==> src/rtl/toe_tx_interface.sv <==
// Drains the engine's transmit FIFO, decodes CONNECT/DISCONNECT/MESSAGE records
// and presents them to the TCP offload engine through ready/ack handshakes.
module toe_tx_interface #(
  parameter int HOST_W = 4
) (
  input  logic              clk,
  input  logic              rst,
  input  logic              fifo_empty_i,
  output logic              fifo_rd_o,
  input  logic [7:0]        fifo_data_i,
  output logic              connect_o,
  output logic              disconnect_o,
  output logic [HOST_W-1:0] cmd_host_o,
  input  logic              cmd_ack_i,
  output logic              tx_valid_o,
  output logic [7:0]        tx_data_o,
  output logic              tx_last_o,
  input  logic              tx_ready_i,
  output logic              msg_sent_o,
  output logic              err_o
);

  typedef enum logic [2:0] {
    S_IDLE,
    S_ADDR,
    S_LEN,
    S_PAYLOAD,
    S_CMD
  } state_t;

  state_t            state_q, state_d;
  logic              is_disc_q, is_disc_d;
  logic [HOST_W-1:0] host_q, host_d;
  logic [7:0]        remaining_q, remaining_d;
  logic [1:0]        cnt_q, cnt_d, cnt_c;
  logic              rd_pend_q;
  logic [7:0]        sk0_q, sk1_q, sk0_d, sk1_d;
  logic              head_vld;
  logic              consume;
  logic              err;
  logic              tx_valid;
  logic              tx_last;

  always_comb begin
    state_d     = state_q;
    is_disc_d   = is_disc_q;
    host_d      = host_q;
    remaining_d = remaining_q;
    consume     = 1'b0;
    err         = 1'b0;
    head_vld    = (cnt_q != 2'd0);
    tx_valid    = (state_q == S_PAYLOAD) && head_vld;
    tx_last     = tx_valid && (remaining_q == 8'd1);

    case (state_q)
      S_IDLE: begin
        if (head_vld) begin
          consume = 1'b1;
          case (sk0_q)
            8'h01: begin
              state_d   = S_ADDR;
              is_disc_d = 1'b0;
            end
            8'h02: begin
              state_d   = S_ADDR;
              is_disc_d = 1'b1;
            end
            8'h03:   state_d = S_LEN;
            default: err = 1'b1;
          endcase
        end
      end
      S_ADDR: begin
        if (head_vld) begin
          consume = 1'b1;
          host_d  = sk0_q[HOST_W-1:0];
          state_d = S_CMD;
        end
      end
      S_LEN: begin
        if (head_vld) begin
          consume = 1'b1;
          if (sk0_q == 8'd0) begin
            // A zero-length message is a complete (but illegal) record
            err     = 1'b1;
            state_d = S_IDLE;
          end else begin
            remaining_d = sk0_q;
            state_d     = S_PAYLOAD;
          end
        end
      end
      S_PAYLOAD: begin
        if (tx_valid && tx_ready_i) begin
          consume     = 1'b1;
          remaining_d = remaining_q - 8'd1;
          if (remaining_q == 8'd1) begin
            state_d = S_IDLE;
          end
        end
      end
      S_CMD: begin
        if (cmd_ack_i) begin
          state_d = S_IDLE;
        end
      end
      default: state_d = S_IDLE;
    endcase
  end

  // Skid buffer: head shifts out on consume, returning read data lands behind
  // whatever survives the consume, so entries are never reordered.
  always_comb begin
    cnt_c = cnt_q - {1'b0, consume};
    sk0_d = consume ? sk1_q : sk0_q;
    sk1_d = sk1_q;
    if (rd_pend_q) begin
      if (cnt_c == 2'd0) begin
        sk0_d = fifo_data_i;
      end else begin
        sk1_d = fifo_data_i;
      end
    end
    cnt_d = cnt_c + {1'b0, rd_pend_q};
  end

  assign fifo_rd_o = rst && !fifo_empty_i && (cnt_d < 2'd2);

  always_ff @(posedge clk) begin
    if (!rst) begin
      state_q     <= S_IDLE;
      is_disc_q   <= 1'b0;
      host_q      <= '0;
      remaining_q <= 8'd0;
      cnt_q       <= 2'd0;
      rd_pend_q   <= 1'b0;
    end else begin
      state_q     <= state_d;
      is_disc_q   <= is_disc_d;
      host_q      <= host_d;
      remaining_q <= remaining_d;
      cnt_q       <= cnt_d;
      rd_pend_q   <= fifo_rd_o;
    end
  end

  always_ff @(posedge clk) begin
    sk0_q <= sk0_d;
    sk1_q <= sk1_d;
  end

  assign connect_o    = (state_q == S_CMD) && !is_disc_q;
  assign disconnect_o = (state_q == S_CMD) && is_disc_q;
  assign cmd_host_o   = host_q;
  assign tx_valid_o   = tx_valid;
  assign tx_data_o    = tx_valid ? sk0_q : 8'd0;
  assign tx_last_o    = tx_last;
  assign msg_sent_o   = tx_last && tx_ready_i;
  assign err_o        = err;

endmodule

==> config.mk <==
export PLATFORM = sky130hd
export DESIGN_NAME = toe_tx_interface
export DESIGN_NICKNAME = d
export VERILOG_FILES = /design/src/rtl/toe_tx_interface.sv
export SDC_FILE = /design/constraint.sdc
export NUM_CORES = 1
export LEC_CHECK = 0
export CORE_ASPECT_RATIO = 0.9
export CORE_MARGIN = 3
export CORE_UTILIZATION = 40
export CTS_BUF_LIST = sky130_fd_sc_hd__clkbuf_8
export CTS_CLUSTER_SIZE = 8
export DETAILED_ROUTE_END_ITERATION = 7
export GPL_ROUTABILITY_DRIVEN = 0
export SLEW_MARGIN = 20
export SYNTH_ARGS = -nofsm -noshare
export SYNTH_HDL_FRONTEND = slang
export SYNTH_SLANG_ARGS = --single-unit
export TNS_END_PERCENT = 10
==> constraint.sdc <==
create_clock -name clk -period 2.7 [get_ports clk]
set_clock_uncertainty 0.2 [all_clocks]
set_input_delay 0.405 -clock clk [delete_from_list [all_inputs] [get_ports clk]]
set_output_delay 0.405 -clock clk [all_outputs]
set_load 0.02 [all_outputs]
## After elaboration in Yosys (flattened, before gate mapping)

Cells that the tools add are included.

| word-level totals | value |
|---|---|
| register bits | 35 |
| input bits | 13 |
| output and inout bits | 19 |
| word-level logic and storage cells | 79 |

| operators by class | value |
|---|---|
| add/subtract/negate cells | 3 |
| order comparisons | 1 |
| equal/unequal tests | 16 |
| multiplexer cells | 26 |
| bitwise operators | 1 |
| reductions and logical operators | 24 |

Operators with widths:

| operator | count |
|---|---|
| $mux W8 | 7 |
| $mux W3 | 6 |
| $eq A8 B1 Y1 const B | 2 |
| $eq A8 B2 Y1 const B | 2 |
| $pmux W8 S2 | 1 |
| $pmux W3 S5 | 1 |
| $ne A2 B2 Y1 const B | 5 |
| $logic_and A1 B1 Y1 | 8 |
| $logic_not A8 Y1 | 1 |
| $sub A8 B1 Y8 const B | 1 |
| $reduce_and A7 Y1 | 1 |
| $eq A3 B2 Y1 const B | 2 |
| $mux W1 | 6 |
| $pmux W1 S2 | 3 |
| $pmux W3 S2 | 1 |
| $reduce_bool A2 Y1 | 3 |
| $reduce_or A3 Y1 | 2 |
| $ne A2 B1 Y1 const B | 2 |
| $reduce_and A2 Y1 | 2 |
| $reduce_and A4 Y1 | 1 |
| $eq A3 B1 Y1 const B | 1 |
| $eq A3 B3 Y1 const B | 1 |
| $logic_not A3 Y1 | 1 |
| $ne A3 B2 Y1 const B | 1 |
| other kinds (9) | 10 |

## Logic depth before layout (Yosys ltp)

| depth | value |
|---|---|
| depth after elaboration | 9 |
| depth in mapped cells | 11 |
| mapped depth without buffers | 9 |

## Least setup slack after synthesis

OpenSTA, ideal clock, no wires.

| timing | value |
|---|---|
| path kind | flip-flop to output port |
| from | register cnt_q[1] |
| to | output port fifo_rd_o |
| arrival | 2.244 ns |
| data required time | 2.095 ns |
| setup slack | -0.149 ns |
| stages on the path, launching flop included | 12 |
| buffers on the path | 2 |
| cell sequence | dfxtp_1 -> buf_4 -> o21ba_2 -> o21ai_0 -> buf_2 -> inv_1 -> ha_1 -> inv_1 -> ha_1 -> xnor2_1 -> xnor2_1 -> nor3_1 |

| between the ends | value |
|---|---|
| longest elaborated chain between the ends | 9 |
| elaborated cells on any way between the ends | 10 |
| classes of those cells | add/sub: 2; order compare: 1; mux: 3; reduce/logical: 4 |

RTL lines:

| element | RTL line | text |
|---|---|---|
| from (decl) | 35 | `logic [1:0] cnt_q, cnt_d, cnt_c;` |
| from (signal assigned) | 142 | `cnt_q <= cnt_d;` |
| $reduce_bool A2 Y1 | 51 | `head_vld = (cnt_q != 2'd0);` |
| $logic_and A1 B1 Y1 | 52 | `tx_valid = (state_q == S_PAYLOAD) && head_vld;` |
| $logic_and A1 B1 Y1 | 94 | `if (tx_valid && tx_ready_i) begin` |
| $mux W1 | 94 |  |
| $pmux W1 S2 | 55 | `case (state_q)` |
| $sub A2 B1 Y2 (*) | 114 | `cnt_c = cnt_q - {1'b0, consume};` |
| $add A2 B1 Y2 (*) | 124 | `cnt_d = cnt_c + {1'b0, rd_pend_q};` |
| $lt A2 B2 Y1 (*) | 127 | `assign fifo_rd_o = rst && !fifo_empty_i && (cnt_d < 2'd2);` |
| $logic_and A1 B1 Y1 (*) | 127 |  |
| to (decl) | 9 | `output logic fifo_rd_o,` |

Mark *: on every way between the ends. The rest lies on a longest branch, timed or not.

## Final worst setup path

Same ends and word-level chain as after synthesis.

==> metrics <==
status finished, violations left; failing checks negative setup slack; post-route setup slack -0.0677 ns; total CTS buffers 5; die area 5740 sq um; post-route insts no fill 330; leading area contributor after synthesis dfxtp_1; most crowded layer after global routing met1; met1 Track Usage GR 0.286; Remaining Overflow, GRT 0; wire length per cell 15.7 microns; Synth top area share 0.278; leak pwr 0.00107 uW; cell row count 23; Port Buffer Count 31; Worst-Margin Slew 0.642 ns; via/cell ratio 5.37; CP Data Arrival Time 2.16 ns; pin count of the biggest net entering global routing 17; Avg Cell Area, Syn 8.97 sq um; crit path capture type primary output; die height 72.2 microns; RSZ-0062 raised after global routing true; M3 GR Usage 0.0335; Min-Delay Path Class flop to flop; Final min period 2.77 ns; clock power share 0.214; clk root buf clkbuf_8; Max Clock Freq about 360 MHz; Comb power frac 0.460; layout cell share with drive strength beyond 1 0.216; part of the power in registers 0.325; Net Switching about 850 uW; first-pass GRT wire length 8.39 mm; Async SR Flop Fraction 0; final net count ~280; fin util 0.581; final setup fails 1; Syn Nets around 230; clk buf depth 2; CP required 2.10 ns; All-Layer GR Usage 0.188; EDFF count, synth 8; sequential-to-total area share from yosys stat 0.401; H-tree depth 2; CP Class flop to primary output; period utilization 1.03; met2 Resource Use GR 0.269; flops & latches, synth 35; ys flop type dfxtp_1; HPWL reported at the end of detailed placement 3.65 mm; Hold Slack 0.300 ns; Ys Warns 0; Worst-Skew Late Latency between 0.2 and 0.3 ns; Routed Antenna Nets 0; n_diodes 0; Slew headroom 0.568; core area between 4000 and 5000 sq um; I/O Pins 32; Post-Syn Area 1950 sq um; initial antenna violation count 0; Starting Density 0.425; most frequent cell after synthesis dfxtp_1; CTS tree yes; synth-to-layout area growth 36.5%; internal power approximately 1400 uW; die width 79.5 microns; Slew Limit Fails 0; CP Launch Type flop; Syn Inst Count 217; Yosys cell types 45; Setup WS pre-CTS -0.706 ns; Peak supply drop 593 uV; CTS sink cnt 35; Post-synth top cells 27 x dfxtp_1, 24 x a21oi_1, 21 x nor2_1; sw frac 0.370; # DRC 0; Reg clk slew, reported paths 0.08 ns; endpoints failing hold 0; 1st-iter DRT viols 94; DR pass1 iterations 4; main area contributors after synthesis dfxtp_1 28%, edfxtp_1 12%, mux2i_1 8.2%, a21oi_1 6.2%, nor2_1 4.1%; Post-Route WL 5.17 mm; Crit Path Max Fanout 2; via count 1773; vias in the first global route 1683; Inst Count DP 320; PwrDens 864 nW/um^2; max_cap viols 0
==> timing repair <==
| action | CTS | global route |
|---|---|---|
| gates resized for setup | 15 | 12 |
| pin swaps | 2 | 4 |
| buffers inserted | 1 | 1 |
| setup endpoints to repair | 3 | 7 |
| hold buffers | 0 | 0 |
==> cell usage in the layout, fill, tap and decap left out, drive strengths merged, types with 3 or more instances in the layout <==
cell type,synthesis,final
nor2,22,22
clkdlybuf4s50,0,26
nand4,4,4
clkbuf,6,5
ha,4,4
o32ai,5,5
mux2i,16,16
inv,8,9
and3,11,11
nor3,10,10
edfxtp,8,8
a211oi,3,3
dfxtp,27,27
and2,7,7
a21oi,25,25
o21a,3,3
nand2,11,11
o21ai,7,7
buf,9,28
nor4,6,6
==> stage by stage <==
stage / cell area, sq um / power (uW) / TNS, ns
floorplan: 1950 / 1270 / 0
CTS: 2590 / 2190 / -0.0606
global route: 2660 / 2450 / -0.172
detailed placement: 2430 / 1630 / -0.706
global placement: 2430 / 1610 / -0.623
finish: 2660 / 2290 / -0.0677
==> cells by family (layout without fill, tap and decap cells) <==
group	Yosys count	after routing	share of synthesized area
AO/OA/AOI/OAI	55	55	0.192
XOR/XNOR	2	2	0.00900
adder cells (fa/ha/maj)	4	4	0.0257
buffers and inverters	24	75	0.0662
flip-flops	35	35	0.401
multiplexers	16	16	0.0823
AND/OR/NAND/NOR	81	81	0.223
==> routing by layer <==
| metal | vias to the layer above | share of wire |
|---|---|---|
| met5 | - | 0 |
| met4 | 0 | 0.010 |
| met3 | 5 | 0.050 |
| met2 | 55 | 0.43 |
| met1 | 820 | 0.51 |
| li1 | 893 | - |
==> worst max-delay path, cell delays in order (launching register included) <==
cell and delay, ns:
dfxtp_2 0.33, o21ba_4 0.21, o21ai_2 0.05, buf_4 0.14
inv_2 0.04, ha_4 0.26, inv_4 0.04, ha_4 0.17
xnor2_4 0.14, xnor2_2 0.16, nor3_2 0.18, buf_4 0.16
==> sequential cells by signal, indices dropped and copies added, names as in the netlist <==
signal	count
sk0_q	8
state_q	3
cmd_host_o	4
remaining_q	8
is_disc_q	1
sk1_q	8
cnt_q	2
rd_pend_q	1
==> cell type report <==
class | instances | area (sq um)
inverter | 9 | 36.3
sequential | 35 | 782
timing repair buffer | 58 | 513
multi-input combinational | 158 | 1130
clock inverter | 3 | 47.5
fill | 440 | 1920
tap | 62 | 77.6
clock buffer | 5 | 68.8
==> final timing paths <==
kind,start,to,slack (ns),cells after the start
worst min-delay path,remaining_q[5]$_SDFFE_PN0P_,remaining_q[5]$_SDFFE_PN0P_,0.30,2
worst max-delay path,cnt_q[1]$_SDFF_PN0_,fifo_rd_o,-0.07,11
worst min register to register,remaining_q[5]$_SDFFE_PN0P_,remaining_q[5]$_SDFFE_PN0P_,0.30,2
worst max register to register,cnt_q[1]$_SDFF_PN0_,cnt_q[1]$_SDFF_PN0_,0.53,11
==> power groups by stage <==
stage	sequential [uW]	clock [uW]	combinational, uW
2_1_floorplan	741	0	531
3_3_place_gp	735	0	876
3_5_place_dp	739	0	887
4_1_cts	737	501	949
5_1_grt	762	530	1160
6_report	746	492	1060
(Power assumes the default switching activity.)
